[src/rtl/led_seq_ctrl.sv]
// Switch-code sequencer for the LED state machine: debounced manual pass-through,
// or a timed five-step auto walk launched by a debounced start button.
module led_seq_ctrl #(
    parameter int DB_CYCLES   = 100_000,
    parameter int STEP_CYCLES = 50_000_000
) (
    input  logic       clk,
    input  logic       rst,
    input  logic       mode,
    input  logic       start,
    input  logic       loop,
    input  logic [2:0] sw_in,
    output logic [2:0] sw_out,
    output logic       busy,
    output logic [2:0] step,
    output logic       done
);

    localparam int DBW = $clog2(DB_CYCLES);
    localparam int TMW = $clog2(STEP_CYCLES);
    localparam logic [DBW-1:0] DB_LAST  = DBW'(DB_CYCLES - 1);
    localparam logic [DBW-1:0] DB_ONE   = DBW'(1);
    localparam logic [TMW-1:0] TMR_LAST = TMW'(STEP_CYCLES - 1);
    localparam logic [TMW-1:0] TMR_ONE  = TMW'(1);

    typedef enum logic [1:0] {MAN, WAIT, RUN} state_t;

    function automatic logic [2:0] step_code(input logic [2:0] s);
        case (s)
            3'd1:    step_code = 3'b001;
            3'd2:    step_code = 3'b011;
            3'd3:    step_code = 3'b110;
            3'd4:    step_code = 3'b011;
            3'd5:    step_code = 3'b111;
            default: step_code = 3'b000;
        endcase
    endfunction

    // Bit 3 is start, bits 2:0 are the board switches.
    logic [3:0] raw_in;
    logic [3:0] sync1, sync2, deb;
    logic       mode_s1, mode_s2;
    logic       start_q;
    logic       start_evt;

    assign raw_in = {start, sw_in};

    // NOTE: sequential state always uses non-blocking assignments so every flop
    // samples the pre-edge value of its neighbours, independent of block order.
    always_ff @(posedge clk or negedge rst) begin
        if (!rst) begin
            sync1   <= '0;
            sync2   <= '0;
            mode_s1 <= 1'b0;
            mode_s2 <= 1'b0;
            start_q <= 1'b0;
        end else begin
            sync1   <= raw_in;
            sync2   <= sync1;
            mode_s1 <= mode;
            mode_s2 <= mode_s1;
            start_q <= deb[3];
        end
    end

    for (genvar i = 0; i < 4; i++) begin : g_db
        logic           deb_bit;
        logic [DBW-1:0] cnt;

        always_ff @(posedge clk or negedge rst) begin
            if (!rst) begin
                deb_bit <= 1'b0;
                cnt     <= '0;
            end else if (sync2[i] == deb_bit) begin
                cnt <= '0;
            end else if (cnt == DB_LAST) begin
                deb_bit <= sync2[i];
                cnt     <= '0;
            end else begin
                cnt <= cnt + DB_ONE;
            end
        end

        assign deb[i] = deb_bit;
    end

    assign start_evt = deb[3] & ~start_q;

    state_t         state_q, state_d;
    logic [2:0]     step_q, step_d;
    logic [2:0]     sw_out_q, sw_out_d;
    logic [TMW-1:0] timer_q, timer_d;

    always_ff @(posedge clk or negedge rst) begin
        if (!rst) begin
            state_q  <= MAN;
            step_q   <= 3'd0;
            sw_out_q <= 3'b000;
            timer_q  <= '0;
        end else begin
            state_q  <= state_d;
            step_q   <= step_d;
            sw_out_q <= sw_out_d;
            timer_q  <= timer_d;
        end
    end

    // NOTE: every output of this block gets a default first, so no path can
    // leave one unassigned and infer a latch.
    always_comb begin
        state_d  = state_q;
        step_d   = step_q;
        sw_out_d = sw_out_q;
        timer_d  = timer_q;
        done     = 1'b0;
        case (state_q)
            MAN: begin
                step_d  = 3'd0;
                timer_d = '0;
                if (mode_s2) begin
                    state_d  = WAIT;
                    sw_out_d = 3'b000;
                end else begin
                    sw_out_d = deb[2:0];
                end
            end
            WAIT: begin
                step_d   = 3'd0;
                timer_d  = '0;
                sw_out_d = 3'b000;
                if (!mode_s2) begin
                    state_d  = MAN;
                    sw_out_d = deb[2:0];
                end else if (start_evt) begin
                    state_d  = RUN;
                    step_d   = 3'd1;
                    sw_out_d = step_code(3'd1);
                end
            end
            RUN: begin
                // Dropping mode aborts even on the terminal-count cycle.
                if (!mode_s2) begin
                    state_d  = MAN;
                    step_d   = 3'd0;
                    timer_d  = '0;
                    sw_out_d = deb[2:0];
                end else if (timer_q == TMR_LAST) begin
                    timer_d = '0;
                    if (step_q == 3'd5) begin
                        done = 1'b1;
                        if (loop) begin
                            step_d   = 3'd1;
                            sw_out_d = step_code(3'd1);
                        end else begin
                            state_d  = WAIT;
                            step_d   = 3'd0;
                            sw_out_d = 3'b000;
                        end
                    end else begin
                        step_d   = step_q + 3'd1;
                        sw_out_d = step_code(step_q + 3'd1);
                    end
                end else begin
                    timer_d = timer_q + TMR_ONE;
                end
            end
            default: state_d = MAN;
        endcase
    end

    assign sw_out = sw_out_q;
    assign step   = step_q;
    assign busy   = (state_q == RUN);

endmodule

[config.mk]
export PLATFORM = sky130hd
export DESIGN_NAME = led_seq_ctrl
export DESIGN_NICKNAME = d
export VERILOG_FILES = /design/src/rtl/led_seq_ctrl.sv
export SDC_FILE = /design/constraint.sdc
export NUM_CORES = 1
export LEC_CHECK = 0
export BUFFER_PORTS_ARGS = -buffer_cell sky130_fd_sc_hd__buf_2
export CAP_MARGIN = 20
export CORE_ASPECT_RATIO = 1.25
export CORE_MARGIN = 2
export CORE_UTILIZATION = 35
export DETAILED_ROUTE_END_ITERATION = 8
export PLACE_DENSITY = 0.47
export SYNTH_ARGS = -nofsm -noshare
export SYNTH_HDL_FRONTEND = slang
export SYNTH_SLANG_ARGS = --single-unit
[constraint.sdc]
create_clock -name clk -period 2.6 [get_ports clk]
set_clock_uncertainty 0.1 [all_clocks]
set_input_delay 0.26 -clock clk [delete_from_list [all_inputs] [get_ports clk]]
set_output_delay 0.26 -clock clk [all_outputs]
set_load 0.03 [all_outputs]
==> flow_summary.json, run 1 <==
{
  "status": "complete, no violations",
  "cts-htree-levels": 4,
  "met1_length_mm": 5.356,
  "fmax_mhz": 404.4,
  "drive_above_1_share_pct": 11.92,
  "routed_wirelength_mm": 11.24,
  "ys_types": 43,
  "fin_cells": 845,
  "antenna_found_initial": 0,
  "nets": 634,
  "netlist_instances": 584,
  "path_cells": "ha_2 -> and4_1 -> and3_2 -> nand4b_1 -> nor3_2 -> clkbuf_4",
  "ys_ff_latch": 117,
  "root_buffer": "clkbuf_16",
  "max_slew_margin_pct": 53.18,
  "grt_overflow": 0,
  "synth_flop_cell": "dfrtp_1",
  "portBuffers": 15,
  "dp.cells": 807,
  "cp_data_required_time_ns": 2.24,
  "cts_tree": "done",
  "critPathLaunchType": "register",
  "core_mm2": 0.01607,
  "setup_viol": 0,
  "min_path_type": "in2async",
  "layout_commonest_cell": "dfrtp_1",
  "fin_crit_ns": 2.473,
  "tightest_slew_ns": 0.6959,
  "rows": 52,
  "power.density_mw_per_mm2": 686.6,
  "drcViolationCount": 0,
  "cts.sinks": 117,
  "layout_setup_ws_ns": 0.1269,
  "route.met2.wl_mm": 5.340,
  "async_flop_share_pct": 100.0,
  "ios": 16,
  "met3_length_um": 395,
  "grt_pass1_vias": 4117,
  "gp_congestion": 0.7971,
  "routed.top_layer": "met4",
  "p_leak_nw": 2.795,
  "synth-edff-count": 0,
  "synth_compound_area_share_pct": 3.900,
  "maxCapViolations": 0,
  "ant_nets": 0,
  "initial_utilization_pct": 35.53,
  "gr-usage-all-layers_pct": 14.02,
  "yosysSeqAreaShare_pct": 51.27,
  "drtIter0Drc": 152,
  "synth_adder_area_share_pct": 2.191,
  "synth_top_family_by_area": "simple AND/OR/NAND/NOR gates",
  "vias": 4088,
  "ys.warnings.count": 0,
  "clockBufferDepth": 2,
  "dieArea_mm2": 0.01736,
  "detail_route.wl_per_cell_um": 13.30,
  "setup_tns_ns": 0,
  "dr.pass1.iters": 4,
  "synthXorXnorAreaFrac_pct": 12.42,
  "grt_first_pass_wirelength_mm": 19.51,
  "vdd_drop_max_v": 0.0003796,
  "dp_hpwl_mm": 7.742,
  "yosys.area_share.simple_pct": 25.44,
  "cpMaxStageDelayCell": "dfrtp_1",
  "final_cell_mix": "dfrtp_1, nor2_1, nand2_1",
  "post-cts-setup-buffer-count": 0,
  "total_power_mw": 4.586,
  "cp_data_arrival_time_ns": 2.11,
  "fin_crit_sh_pct": 95.12,
  "post-route-util_pct": 41.56,
  "antenna_cells": 0,
  "die_w_um": 118.2,
  "dieHeight_um": 146.8,
  "syn2layout_area_growth_pct": 16.96,
  "dpl_worst_slack_ns": 0.3001,
  "synth_nets": 602,
  "cts_buffers": 17,
  "rsz0062_at_grt": "no",
  "syn_area_mm2": 0.005710,
  "hold_viol_final": 0,
  "avgSynthCellArea_um2": 9.778,
  "cp_slowest_stage_delay_ns": 0.38,
  "grt_start_max_net_pins": 62,
  "worstSetupPathType": "reg2out",
  "synthMuxAreaShare_pct": 1.731,
  "via_per_inst": 4.838,
  "drv_slew": 0,
  "cp_max_fo": 7,
  "endpoint_kind": "output pin",
  "path_clk_slew_ns": 0.06,
  "clock_latency_ns": 0.41
}
kinds of logic (layout without fill, tap and decap cells):
family / Yosys count / after routing
compound gates: 36 / 36
xor+xnor: 81 / 81
fa+ha+maj: 10 / 10
buf+inv: 40 / 85
flops: 117 / 117
mux: 9 / 9
simple gates: 291 / 291
worst paths after layout:
check                                       to        from  cells past startpoint  slack, ns
worst min register to register         mode_s2     mode_s1                      0       0.25
max in group asynchronous       g_db[3].cnt[9]         rst                      3       1.45
min in group clk                       mode_s2     mode_s1                      0       0.25
worst max register to register      timer_q[4]  state_q[0]                      6       0.30
worst min-delay path            g_db[2].cnt[8]         rst                      2       0.23
worst max-delay path                      done  timer_q[0]                      6       0.13
registers in the layout (all words and copies together) (netlist names), 2 cells and up:
signal        count
sw_out            3
state_q           2
step              3
g_db.deb_bit      4
g_db.cnt         68
sync2             4
timer_q          26
sync1             4
cell type report:
| cell class | instances | area [um2] |
|---|---|---|
| Clock buffer | 17 | 425.4 |
| Clock inverter | 15 | 135.1 |
| Fill cell | 1605 | 9392 |
| Inverter | 24 | 90.09 |
| Multi-Input combinational cell | 427 | 2618 |
| Sequential cell | 117 | 2928 |
| Tap cell | 216 | 270.3 |
| Timing Repair Buffer | 29 | 212.7 |
metal layers:
layer  up-vias  global-route usage [%]
met5         -                       0
met4         0                   4.940
met3        12                   4.037
met2        52                   22.89
met1      1959                   17.78
li1       2065                       -
worst max-delay path: cells and delay by family (launching register included):
family	cells	cell delay (ns)
flops	1	0.38
simple gates	4	0.84
fa+ha+maj	1	0.25
buf+inv	1	0.23
stage by stage:
stage / hold WS, ns / instance area, um2
floorplan: -0.1356 / 5710
global placement: 0.1125 / 6047
detailed placement: 0.1140 / 6047
CTS: 0.2305 / 6675
global route: 0.2575 / 6679
finish: 0.2298 / 6679
power by group:
| group | total, mW | internal, mW | switching (mW) |
|---|---|---|---|
| combinational | 0.493 | 0.176 | 0.318 |
| clock | 2.18 | 1.31 | 0.870 |
| sequential | 1.91 | 1.87 | 0.0415 |
| total | 4.59 | 3.36 | 1.23 |
synthesized netlist by cell type, drive strengths merged, types with 3 or more instances:
master,number,area (um2)
dfrtp,117,2928
nor2,107,411.7
nand2,52,195.2
xnor2,42,367.9
xor2,39,341.6
nand3,38,190.2
inv,24,90.09
nor4,18,112.6
nand4,17,106.4
and4,12,105.1
and3,10,62.56
clkbuf,10,37.54
ha,10,125.1
o21ai,10,50.05
a21oi,9,45.04
nor4b,9,85.08
mux2,7,78.83
or2,7,43.79
buf,6,46.29
o22ai,5,31.28
and2,4,25.02
nor3,4,20.02
a31oi,3,18.77
nor2b,3,18.77
repair_timing:
action                     CTS  global route
pin swaps                    0             1
hold buffers                 6             0
resized for setup            2             2
hold endpoints to repair    31             0
setup endpoints to repair    1             1
(Power assumes the default switching activity.)
==> inputs of run 2 (changes only) <==
ABC_CLOCK_PERIOD_IN_PS = 2600   (was unset)
PLACE_DENSITY = 0.6   (was 0.47)
==> flow_summary.json, run 2 (synthesis gave the netlist of run 1 again) <==
{
  "status": "complete, no violations",
  "drtIter0Drc": 194,
  "die_w_um": 118.2,
  "portBuffers": 15,
  "tightest_slew_ns": 0.7303,
  "setup_tns_ns": 0,
  "drv_slew": 0,
  "ios": 16,
  "cts.sinks": 117,
  "dr.pass1.iters": 4,
  "cts_buffers": 17,
  "fillers": 1564,
  "initial_utilization_pct": 35.53,
  "ant_nets": 0,
  "power.density_mw_per_mm2": 723.1,
  "grt_pass1_vias": 4143,
  "vias": 4146,
  "vdd_drop_max_v": 0.0004808,
  "gp_congestion": 0.7936,
  "clock_latency_ns": 0.42,
  "fmax_mhz": 401.9,
  "gr-usage-all-layers_pct": 13.90,
  "dieHeight_um": 146.8,
  "hold_viol_final": 0,
  "worstSetupPathType": "reg2out",
  "maxCapViolations": 0,
  "clockBufferDepth": 2,
  "dieArea_mm2": 0.01736,
  "grt_first_pass_wirelength_mm": 19.48,
  "fin_crit_ns": 2.488,
  "cp_max_fo": 7,
  "p_leak_nw": 2.829,
  "min_path_type": "in2async",
  "path_clk_slew_ns": 0.06,
  "final_cell_mix": "dfrtp_1, nor2_1, nand2_1",
  "r2r_slack_ns": 0.24,
  "rows": 52,
  "hold_slack_ns": 0.2501,
  "cp_data_required_time_ns": 2.24,
  "top_regs": "g_db.cnt (68), timer_q (26)",
  "largest_register_ffs": 68,
  "regMostFlops": "g_db.cnt",
  "cts-htree-levels": 4,
  "drive_above_1_share_pct": 11.48,
  "regArea_mm2": 0.002929,
  "via_per_inst": 4.918,
  "nets": 633,
  "antenna_cells": 0,
  "fin_crit_sh_pct": 95.69,
  "setup_viol": 0,
  "dp_hpwl_mm": 7.755,
  "grt_start_max_net_pins": 51,
  "critPathLaunchType": "register",
  "layout_commonest_cell": "dfrtp_1",
  "root_buffer": "clkbuf_16",
  "max_slew_margin_pct": 50.86,
  "antenna_found_initial": 0,
  "endpoint_kind": "output pin",
  "multi_input_area_mm2": 0.002628,
  "routed_wirelength_mm": 11.16,
  "syn2layout_area_growth_pct": 18.14,
  "cp_data_arrival_time_ns": 2.13,
  "post-cts-setup-buffer-count": 0,
  "cts_tree": "done",
  "core_mm2": 0.01607,
  "drcViolationCount": 0,
  "grt_overflow": 0,
  "detail_route.wl_per_cell_um": 13.24
}
## run 2: path summary, 6_finish.rpt
path / from / endpoint / cells after the start
worst min-delay path: rst / g_db[0].cnt[11] / 2
worst min register to register: sync1[3] / sync2[3] / 0
min in group clk: sync1[3] / sync2[3] / 0
max in group asynchronous: rst / timer_q[0] / 3
worst max-delay path: timer_q[1] / done / 6
worst max register to register: state_q[0] / timer_q[2] / 6
## run 2: critical path, cell delays in order, from the launching register on
cell      delay (ns)
dfrtp_1         0.40
ha_4            0.18
and4_1          0.24
and3_2          0.24
nand4b_1        0.21
nor3_2          0.25
buf_4           0.19
## run 2: layout make-up
cell class	count	area share, %
multi-input combinational	427	38.95
tap	216	4.006
clock inverter	9	2.226
sequential	117	43.42
timing repair buffer	28	3.042
inverter	24	1.335
clock buffer	22	7.029
## run 2: metrics by stage
| stage | std cells | setup slack [ns] | util, % | total power, mW | instance area [um2] |
|---|---|---|---|---|---|
| after floorplan | 584 | 0.3518 | - | 2.287 | 5710 |
| after global placement | 806 | 0.2487 | 37.58 | 2.422 | 6040 |
| after detailed placement | 806 | 0.1840 | 37.58 | 2.438 | 6040 |
| after CTS | 843 | 0.01249 | 41.86 | 4.929 | 6726 |
| after global routing | 843 | -0.002145 | 41.98 | 5.095 | 6746 |
| final | 843 | 0.1120 | 41.98 | 4.879 | 6746 |
## run 2: routing by layer
metal	wire length, um	track usage, %	part of all wire (%)	vias up
li1	-	-	-	2050
met1	5188	17.43	46	2027
met2	5457	22.75	49	56
met3	339	3.921	3.0	13
met4	179	5.422	1.6	0
met5	0	0	0	-
## run 2: repair_timing
action | in CTS | in global routing
hold buffers | 6 | 0
setup endpoints to repair | 1 | 1
gates cloned | 0 | 0
endpoints found under the hold margin | 39 | 0
gates resized for setup | 1 | 5
## run 2: power breakdown
group          internal [mW]  switching, mW
clock                   1.67          0.796
sequential              1.87         0.0436
combinational          0.184          0.319
==> inputs of run 3 (changes only) <==
BUFFER_PORTS_ARGS = -buffer_cell sky130_fd_sc_hd__buf_4   (was -buffer_cell sky130_fd_sc_hd__buf_2)
==> flow_summary.json, run 3 (synthesis gave the netlist of run 1 again) <==
{
  "dr.pass1.iters": 4,
  "dp_hpwl_mm": 7.835,
  "fin_crit_sh_pct": 95.72,
  "largest_register_ffs": 68,
  "multi_input_area_mm2": 0.002618,
  "core_mm2": 0.01607,
  "vdd_drop_max_v": 0.0004058,
  "critPathCapture": "done",
  "fin_area_mm2": 0.006746,
  "endpoint_kind": "output pin",
  "met1_length_mm": 5.127,
  "drcViolationCount": 0,
  "ant_nets": 0,
  "cp_data_required_time_ns": 2.24,
  "reg2reg_to": "sw_out[1]",
  "drv_slew": 0,
  "r2r_slack_ns": 0.22,
  "reg2reg_depth": 6,
  "cp_max_fo": 7,
  "setup_tns_ns": 0,
  "worstSetupPathType": "reg2out",
  "path_clk_slew_ns": 0.05,
  "dieHeight_um": 146.8,
  "cts_tree": "done",
  "ios": 16,
  "clockBufferDepth": 2,
  "min_from": "loop",
  "critPathLaunchType": "register",
  "portBuffers": 15,
  "crit_start": "timer_q[0]",
  "gp_congestion": 0.8226,
  "root_buffer": "clkbuf_16",
  "top_regs": "g_db.cnt (68), timer_q (26)",
  "fmax_mhz": 401.8,
  "drive_above_1_share_pct": 11.64,
  "setup_viol": 0,
  "rsz0062_at_grt": "no",
  "antenna_cells": 0,
  "via_per_inst": 4.907,
  "power.density_mw_per_mm2": 706.9,
  "status": "complete, no violations",
  "maxCapViolations": 0,
  "p_leak_nw": 2.819,
  "syn2layout_area_growth_pct": 18.14,
  "clock_latency_ns": 0.42,
  "routed_wirelength_mm": 11.28,
  "place_area_mm2": 0.006080,
  "reg2reg_from": "timer_q[0]",
  "antenna_found_initial": 0,
  "layout_commonest_cell": "dfrtp_1",
  "cts_buffers": 17,
  "vias": 4137,
  "max_slew_margin_pct": 49.44,
  "regMostFlops": "g_db.cnt",
  "rows": 52,
  "detail_route.wl_per_cell_um": 13.38,
  "cp_data_arrival_time_ns": 2.13,
  "grt_start_max_net_pins": 44,
  "route.met2.wl_mm": 5.613,
  "routed.top_layer": "met4",
  "fillers": 1581,
  "grt_first_pass_wirelength_mm": 20.00,
  "gr-usage-all-layers_pct": 14.37,
  "initial_utilization_pct": 35.53,
  "cts-htree-levels": 4,
  "nets": 632,
  "tightest_slew_ns": 0.7515,
  "drtIter0Drc": 218,
  "die_w_um": 118.2,
  "min_path_type": "in2reg",
  "hold_slack_ns": 0.2288,
  "dieArea_mm2": 0.01736,
  "met3_length_um": 311,
  "fin_crit_ns": 2.489,
  "grt_overflow": 0,
  "grt_pass1_vias": 4210,
  "post-cts-setup-buffer-count": 0,
  "hold_viol_final": 0,
  "final_cell_mix": "dfrtp_1, nor2_1, nand2_1",
  "cts.sinks": 117,
  "regArea_mm2": 0.002928
}
-- run 3: cell type report --
class / instances / area share (%)
Multi-Input combinational cell: 427 / 38.80
Tap cell: 216 / 4.006
Timing Repair Buffer: 27 / 3.598
Clock inverter: 13 / 2.151
Inverter: 24 / 1.335
Sequential cell: 117 / 43.40
Clock buffer: 19 / 6.714
-- run 3: worst max-delay path, cell delays in order (launching register included) --
cell	delay, ns
dfrtp_1	0.38
ha_2	0.25
and4_1	0.24
and3_2	0.24
nand4b_1	0.19
nor3_2	0.23
buf_4	0.18
-- run 3: timing repair --
| action | CTS | global route |
|---|---|---|
| gates resized for setup | 1 | 2 |
| cloned | 0 | 0 |
| endpoints found under the setup margin | 1 | 1 |
| hold endpoints to repair | 46 | 0 |
| pin swaps | 0 | 0 |
| hold buffers | 6 | 0 |
-- run 3: power breakdown --
group / internal [mW] / leakage, nW / switching [mW] / total (mW)
clock network: 1.47 / 0.287 / 0.883 / 2.35
registers: 1.87 / 1.60 / 0.0421 / 1.91
logic: 0.192 / 0.933 / 0.316 / 0.508
total: 3.53 / 2.82 / 1.24 / 4.77
-- run 3: stage by stage --
stage	total power, mW	util, %	worst slack (ns)	cells
global placement	2.436	37.83	0.2398	805
detailed placement	2.447	37.83	0.1839	805
floorplan	2.287	-	0.3518	584
global route	4.997	41.98	0.004353	843
finish	4.769	41.98	0.1113	843
CTS	4.837	41.94	0.03612	843
-- run 3: worst min-delay path by stage --
stage,to,slack (ns),cells after the start
finish,state_q[0],0.23,5
global route,sync2[2],0.25,0
CTS,state_q[0],0.20,5
detailed placement,g_db[0].cnt[7],0.20,1
global placement,g_db[0].cnt[7],0.20,1
floorplan,g_db[0].cnt[0],-0.14,0
-- run 3: layer usage --
| metal | global-route usage, % | vias up |
|---|---|---|
| li1 | - | 2051 |
| met1 | 17.53 | 2020 |
| met2 | 24.22 | 49 |
| met3 | 3.494 | 17 |
| met4 | 6.145 | 0 |
| met5 | 0 | - |
